--- src/rtl/fixed_point_pkg.sv ---
// fixed_point_pkg: operation codes, FSM encodings and latencies
// shared by the fixed-point math core and its divider.
package fixed_point_pkg;

    localparam int FP_INT_W  = 8;
    localparam int FP_FRAC_W = 8;
    localparam int FP_N      = FP_INT_W + FP_FRAC_W;

    localparam logic [1:0] OP_ADD = 2'b00;
    localparam logic [1:0] OP_SUB = 2'b01;
    localparam logic [1:0] OP_MUL = 2'b10;
    localparam logic [1:0] OP_DIV = 2'b11;

    // cycles from accepted start to done rising
    localparam int LAT_ADD = 1;
    localparam int LAT_MUL = FP_N + 1;
    localparam int LAT_DIV = FP_N + FP_FRAC_W + 1;

    typedef enum logic [2:0] {
        ST_IDLE     = 3'd0,
        ST_ADD      = 3'd1,
        ST_SUB      = 3'd2,
        ST_MUL_RUN  = 3'd3,
        ST_DIV_RUN  = 3'd4,
        ST_FIX_SIGN = 3'd5
    } state_e;

endpackage

--- src/rtl/fixed_point_serial_divider.sv ---
// fixed_point_serial_divider: restoring unsigned divider producing one
// quotient bit per cycle; asserts last on its final step.
module fixed_point_serial_divider
    import fixed_point_pkg::*;
#(
    parameter int N = FP_N,
    parameter int F = FP_FRAC_W
) (
    input  logic           clk,
    input  logic           rst,
    input  logic           load,
    input  logic [N+F-1:0] dividend,
    input  logic [N-1:0]   divisor,
    output logic           last,
    output logic [N-1:0]   quotient
);

    localparam int QW = N + F;
    localparam int CW = $clog2(QW);

    logic [QW-1:0] quo_q, quo_d;
    logic [N-1:0]  rem_q, rem_d;
    logic [N-1:0]  dvs_q, dvs_d;
    logic [CW-1:0] cnt_q, cnt_d;
    logic          run_q, run_d;
    logic [N:0]    rem_sh;
    logic [N+1:0]  diff;

    // one restore step per cycle: shift in a dividend bit, try subtract
    always_comb begin
        quo_d  = quo_q;
        rem_d  = rem_q;
        dvs_d  = dvs_q;
        cnt_d  = cnt_q;
        run_d  = run_q;
        rem_sh = {rem_q, quo_q[QW-1]};
        diff   = {1'b0, rem_sh} - {2'b00, dvs_q};
        if (load) begin
            quo_d = dividend;
            rem_d = '0;
            dvs_d = divisor;
            cnt_d = CW'(QW - 1);
            run_d = 1'b1;
        end else if (run_q) begin
            if (!diff[N+1]) begin
                rem_d = diff[N-1:0];
                quo_d = {quo_q[QW-2:0], 1'b1};
            end else begin
                rem_d = rem_sh[N-1:0];
                quo_d = {quo_q[QW-2:0], 1'b0};
            end
            cnt_d = cnt_q - 1'b1;
            if (cnt_q == '0) begin
                run_d = 1'b0;
            end
        end
    end

    // divider state registers; reset abandons any division in flight
    always_ff @(posedge clk) begin
        if (rst) begin
            quo_q <= '0;
            rem_q <= '0;
            dvs_q <= '0;
            cnt_q <= '0;
            run_q <= 1'b0;
        end else begin
            quo_q <= quo_d;
            rem_q <= rem_d;
            dvs_q <= dvs_d;
            cnt_q <= cnt_d;
            run_q <= run_d;
        end
    end

    assign last     = run_q && (cnt_q == '0);
    assign quotient = quo_q[N-1:0];

endmodule

--- src/rtl/fixed_point_math_core.sv ---
// fixed_point_math_core: signed QI.F add/sub (1 cycle), serial mul and
// restoring div behind one start/done handshake.
module fixed_point_math_core
    import fixed_point_pkg::*;
#(
    parameter int INTEGER_PART_WIDTH    = FP_INT_W,
    parameter int FRACTIONAL_PART_WIDTH = FP_FRAC_W
) (
    input  logic clk,
    input  logic rst,
    input  logic start,
    input  logic [1:0] op,
    input  logic [INTEGER_PART_WIDTH+FRACTIONAL_PART_WIDTH-1:0] a,
    input  logic [INTEGER_PART_WIDTH+FRACTIONAL_PART_WIDTH-1:0] b,
    output logic done,
    output logic [INTEGER_PART_WIDTH+FRACTIONAL_PART_WIDTH-1:0] result
);

    localparam int N   = INTEGER_PART_WIDTH + FRACTIONAL_PART_WIDTH;
    localparam int F   = FRACTIONAL_PART_WIDTH;
    localparam int MCW = $clog2(N);

    state_e state_q, state_d;

    logic [N-1:0]   a_q, a_d;
    logic [N-1:0]   b_q, b_d;
    logic [2*N-1:0] prod_q, prod_d;
    logic [2*N-1:0] mcand_q, mcand_d;
    logic [N-1:0]   mplier_q, mplier_d;
    logic [MCW-1:0] mcnt_q, mcnt_d;
    logic           neg_q, neg_d;
    logic           a_neg_q, a_neg_d;
    logic           bz_q, bz_d;
    logic           is_div_q, is_div_d;
    logic [N-1:0]   result_q, result_d;

    logic           launch;
    logic           div_load;
    logic           div_last;
    logic [N-1:0]   mag_a;
    logic [N-1:0]   mag_b;
    logic [N-1:0]   div_quot;
    logic [N-1:0]   mul_mag;

    // most-negative input maps to 2^(N-1), which fits N unsigned bits
    assign mag_a   = a[N-1] ? (~a + 1'b1) : a;
    assign mag_b   = b[N-1] ? (~b + 1'b1) : b;
    assign mul_mag = prod_q[F +: N];

    fixed_point_serial_divider #(
        .N (N),
        .F (F)
    ) u_div (
        .clk      (clk),
        .rst      (rst),
        .load     (div_load),
        .dividend ({mag_a, {F{1'b0}}}),
        .divisor  (mag_b),
        .last     (div_last),
        .quotient (div_quot)
    );

    // FSM state register
    always_ff @(posedge clk) begin
        if (rst) begin
            state_q <= ST_IDLE;
        end else begin
            state_q <= state_d;
        end
    end

    // FSM next state: dispatch on op, serial ops finish via FIX_SIGN
    always_comb begin
        state_d = state_q;
        unique case (state_q)
            ST_IDLE: begin
                if (start) begin
                    case (op)
                        OP_ADD:  state_d = ST_ADD;
                        OP_SUB:  state_d = ST_SUB;
                        OP_MUL:  state_d = ST_MUL_RUN;
                        default: state_d = ST_DIV_RUN;
                    endcase
                end
            end
            ST_ADD, ST_SUB: state_d = ST_IDLE;
            ST_MUL_RUN: begin
                if (mcnt_q == '0) begin
                    state_d = ST_FIX_SIGN;
                end
            end
            ST_DIV_RUN: begin
                if (div_last) begin
                    state_d = ST_FIX_SIGN;
                end
            end
            ST_FIX_SIGN: state_d = ST_IDLE;
            default:     state_d = ST_IDLE;
        endcase
    end

    // FSM outputs: idle means done, start only accepted while idle
    always_comb begin
        done     = (state_q == ST_IDLE);
        launch   = done && start;
        div_load = launch && (op == OP_DIV);
    end

    // datapath: operand capture, shift-add steps and result write
    always_comb begin
        a_d      = a_q;
        b_d      = b_q;
        prod_d   = prod_q;
        mcand_d  = mcand_q;
        mplier_d = mplier_q;
        mcnt_d   = mcnt_q;
        neg_d    = neg_q;
        a_neg_d  = a_neg_q;
        bz_d     = bz_q;
        is_div_d = is_div_q;
        result_d = result_q;
        if (launch) begin
            a_d      = a;
            b_d      = b;
            prod_d   = '0;
            mcand_d  = {{N{1'b0}}, mag_a};
            mplier_d = mag_b;
            mcnt_d   = MCW'(N - 1);
            neg_d    = a[N-1] ^ b[N-1];
            a_neg_d  = a[N-1];
            bz_d     = (b == '0);
            is_div_d = (op == OP_DIV);
        end
        case (state_q)
            ST_ADD: result_d = a_q + b_q;
            ST_SUB: result_d = a_q - b_q;
            ST_MUL_RUN: begin
                if (mplier_q[0]) begin
                    prod_d = prod_q + mcand_q;
                end
                mcand_d  = mcand_q << 1;
                mplier_d = mplier_q >> 1;
                mcnt_d   = mcnt_q - 1'b1;
            end
            ST_FIX_SIGN: begin
                if (is_div_q) begin
                    if (bz_q) begin
                        result_d = a_neg_q ? {1'b1, {(N-1){1'b0}}}
                                           : {1'b0, {(N-1){1'b1}}};
                    end else begin
                        result_d = neg_q ? (~div_quot + 1'b1) : div_quot;
                    end
                end else begin
                    result_d = neg_q ? (~mul_mag + 1'b1) : mul_mag;
                end
            end
            default: ;
        endcase
    end

    // datapath registers
    always_ff @(posedge clk) begin
        if (rst) begin
            a_q      <= '0;
            b_q      <= '0;
            prod_q   <= '0;
            mcand_q  <= '0;
            mplier_q <= '0;
            mcnt_q   <= '0;
            neg_q    <= 1'b0;
            a_neg_q  <= 1'b0;
            bz_q     <= 1'b0;
            is_div_q <= 1'b0;
            result_q <= '0;
        end else begin
            a_q      <= a_d;
            b_q      <= b_d;
            prod_q   <= prod_d;
            mcand_q  <= mcand_d;
            mplier_q <= mplier_d;
            mcnt_q   <= mcnt_d;
            neg_q    <= neg_d;
            a_neg_q  <= a_neg_d;
            bz_q     <= bz_d;
            is_div_q <= is_div_d;
            result_q <= result_d;
        end
    end

    assign result = result_q;

endmodule

--- config.mk ---
export PLATFORM = sky130hd
export DESIGN_NAME = fixed_point_math_core
export DESIGN_NICKNAME = d
export VERILOG_FILES = /design/src/rtl/fixed_point_pkg.sv /design/src/rtl/fixed_point_serial_divider.sv /design/src/rtl/fixed_point_math_core.sv
export SDC_FILE = /design/constraint.sdc
export NUM_CORES = 1
export LEC_CHECK = 0
export CORE_MARGIN = 2
export CORE_UTILIZATION = 45
export CTS_BUF_LIST = sky130_fd_sc_hd__clkbuf_4
export CTS_CLUSTER_SIZE = 16
export DETAILED_ROUTE_END_ITERATION = 8
export GPL_TIMING_DRIVEN = 1
export HOLD_SLACK_MARGIN = 0.08
export PLACE_DENSITY = 0.61
export SLEW_MARGIN = 20
export SYNTH_ARGS = -nofsm -noshare
export SYNTH_HDL_FRONTEND = slang
export SYNTH_SLANG_ARGS = --single-unit
--- constraint.sdc ---
create_clock -name clk -period 4.25 [get_ports clk]
set_input_delay 1.0625 -clock clk [delete_from_list [all_inputs] [get_ports clk]]
set_output_delay 1.0625 -clock clk [all_outputs]
set_load 0.01 [all_outputs]
==> flow_summary.toml <==
[layout]
drive_gt1_share_pct = 4.357
syn2layout_area_growth_pct = 8.814
largest_registers = "mcand_q x24, prod_q x24, u_div.quo_q x24"
final_design_area_no_fill_mm2 = 0.01225
final_nets = 1516

[power_and_ir_drop]
pwr-share-comb_pct = 31.9
switching_power_uw = 1644
intPower_uw = 2755
p_seq_share_pct = 44.9
p_leak_uw = 0.004633
powerDensity_mw_per_mm2 = 359.1
vdd_ir_drop_max_mv = 0.2238
sw_frac_of_total_pct = 37.38
clkPwrFrac_pct = 23.2

[clocking]
cts.reportedPaths.clkPinSlew_ns = 0.17
cts_root_buf = "clkbuf_4"
insertion_delay_ns = 0.60
cts_hold_buf = 0
cts_resized = 0
htreeDepth = 4
cts_inserted_buffers = 17
tritoncts = "done"
postCtsSetupRepairBufs = 0
clockBufferDepth = 2
cts_sinks = 184

[timing]
period_needed_ns = 3.564
setup_viol = 0
setup_ws_ns = 0.6861
rsz0062_at_grt = "no"
drv_slew = 0
clock.fmax_mhz = 280.6
fin_worst_skew_ns = 0.02654
timing.final.crit_share_pct = 83.86
tightest_slew_ns = 1.005
hold_violations = 0
slew_headroom_pct = 32.76
tns_ns = 0

[synthesis]
synth_top_cells_by_area = "dfxtp_1 (33%), ha_1 (7.3%), a21oi_1 (5.7%), xnor2_1 (5.7%), nand2_1 (5.7%)"
synth_top_area_cell = "dfxtp_1"
ys_types = 63
yosys_warnings = 0
async_reset_ff_share_pct = 0
syn_inst = 1405
ys_seq_area_share_pct = 32.72
synth_edf_count = 0
ys.flop_type = "dfxtp_1"
synth_top_area_share_pct = 32.72
avgSynthCellArea_um2 = 8.012
synth_fp_nets = 1511
synth_area_mm2 = 0.01126
ys_seq_elements = 184

[critical_path]
worstPathRequired_ns = 4.74
crit_type = "flop to flop"
path_cells = "nor2b_1 -> and2_1 -> nor2_1 -> xnor2_1 -> ha_1 -> a211oi_1 -> nor2_1 -> o41ai_1 -> inv_1 -> a21oi_1 -> o211ai_1 -> xnor2_1 -> a21oi_1"
cp.arrival_ns = 4.05
slowest_delay_ns = 0.64
cp-end-kind = "flop"
critPathBufInv = 1
crit_path_start = "state_q[1]"
slowest_stage = "o41ai_1"
path_max_fanout = 9
critPathTopFamily = "compound AO/OA/AOI/OAI gates"
cp-start-kind = "flop"
r2r-start = "state_q[1]"

[placed_design]
dpl_worst_slack_ns = 0.6866
io_buffers = 53
gp_congestion = 0.9500
dp_hpwl_um = 22760
post_dp_cell_area_mm2 = 0.01194

[drt]
finalWirelength_um = 30830
ant_nets = 0
avgViaCountPerCell = 5.719
routedWlPerCell_um = 17.63
drc = 0
dr.first_iter.drc_count = 835
route.vias.total = 10000
dr.pass1.iters = 7

[min_path]
worstHoldStart = "u_div.dvs_q[0]"
hold_path_class = "flop to flop"

[die]
rows = 57
die_h_um = 162.2
die-area_mm2 = 0.02630
initial_core_util_pct = 46.02
io_pins = 54
fp.dieW_um = 162.2
core-area_mm2 = 0.02446

[global_routing]
grt_pass1_vias = 9207
grt-ovfl-total = 0
grt_max_degree = 79
grt_use_total_pct = 23.72
grt_pass1_wl_um = 49790
antenna_found_initial = 1

[outcome]
status = "completed"

[run]
cap_violations = 0
[power by group through the flow]
| stage | combinational [uW] | sequential, uW | clock, uW |
|---|---|---|---|
| after floorplan | 1050 | 1960 | 0 |
| after global placement | 1390 | 2010 | 0 |
| after detailed placement | 1390 | 2010 | 0 |
| after CTS | 1400 | 1970 | 1050 |
| after global routing | 1560 | 1990 | 1110 |
| final | 1400 | 1970 | 1020 |
[layout by cell type (no fill, tap or decap), types with 5 or more instances in the layout]
cell type        instances
a31oi_1                 11
buf_4                   14
xor2_1                  45
nor4_1                   7
a221oi_1                17
nand2b_1                11
nand3_1                 11
inv_1                   55
nand2_1                169
a311oi_1                 5
dfxtp_1                182
o31ai_1                 18
xnor2_1                 73
o211ai_1                12
o221ai_1                 9
o21ai_0                 66
ha_1                    66
a22oi_1                 34
o41ai_1                  9
a22o_1                  10
o21bai_1                 7
a211oi_1                50
o21a_1                  17
mux2i_1                 37
nor2b_1                  9
nor2_1                 160
nor4b_1                  5
a21oi_1                129
clkdlybuf4s50_1         52
nor3_1                  24
clkbuf_4                17
and3_1                   5
a21o_1                  15
[cell usage after synthesis, types with 9 or more instances]
| cell | n |
|---|---|
| dfxtp_1 | 184 |
| nand2_1 | 170 |
| nor2_1 | 161 |
| a21oi_1 | 129 |
| xnor2_1 | 73 |
| clkbuf_1 | 67 |
| ha_1 | 66 |
| o21ai_0 | 66 |
| inv_1 | 55 |
| a211oi_1 | 50 |
| xor2_1 | 45 |
| mux2i_1 | 37 |
| a22oi_1 | 34 |
| nor3_1 | 25 |
| o31ai_1 | 18 |
| a221oi_1 | 17 |
| o21a_1 | 17 |
| a21o_1 | 15 |
| o211ai_1 | 12 |
| a31oi_1 | 11 |
| nand2b_1 | 11 |
| nand3_1 | 11 |
| a22o_1 | 10 |
| nor2b_1 | 9 |
| o221ai_1 | 9 |
| o41ai_1 | 9 |
[worst paths after layout]
check | cells after the start | slack (ns) | end
worst max-delay path | 13 | 0.69 | result[12]
worst min-delay path | 2 | 0.47 | u_div.dvs_q[0]
worst max register to register | 13 | 0.69 | result[12]
worst min register to register | 2 | 0.47 | u_div.dvs_q[0]
[routing by layer]
layer / track usage, % / wire length [um] / share of wire [%]
met3: 3.345 / 1373 / 4.5
met4: 5.189 / 489 / 1.6
met2: 36.00 / 13210 / 43
met5: 0 / 0 / 0
met1: 35.61 / 15760 / 51
[tightest hold or removal path: cells and delay by family (launching register included)]
| kind | cells | cell delay [ns] |
|---|---|---|
| AND/OR/NAND/NOR | 1 | 0.05 |
| flip-flops | 1 | 0.35 |
| AO/OA/AOI/OAI | 1 | 0.05 |
[kinds of logic (layout without fill, tap and decap cells)]
group / after synthesis / count (layout) / share of synthesized area (%)
xor+xnor: 118 / 118 / 9.181
fa+ha+maj: 69 / 69 / 7.869
buf+inv: 136 / 154 / 5.168
compound gates: 432 / 432 / 25.33
simple gates: 429 / 429 / 16.44
mux: 37 / 37 / 3.290
other cells: 0 / 2 / 0
flops: 184 / 184 / 32.72
[stage by stage]
stage / hold WS, ns / utilization, % / total power, uW / cells
after floorplan: 0.4363 / - / 3002 / 1405
after global placement: 0.4456 / 48.83 / 3394 / 1715
after detailed placement: 0.4552 / 48.83 / 3402 / 1715
after CTS: 0.4752 / 50.03 / 4422 / 1747
after global routing: 0.5016 / 50.07 / 4668 / 1749
final: 0.4735 / 50.07 / 4399 / 1749
[final cells by class]
cell class              count  area, um^2
multi-input cells        1085        7005
fillers                  2423       12210
inverters                  55       206.4
diodes                      2       5.005
repair buffers             67       645.6
clock inverters            15       167.7
well taps                 324       405.4
clock buffers              17       127.6
flip-flops and latches    184        3686
No activity file was read; power rests on OpenSTA's default activity.
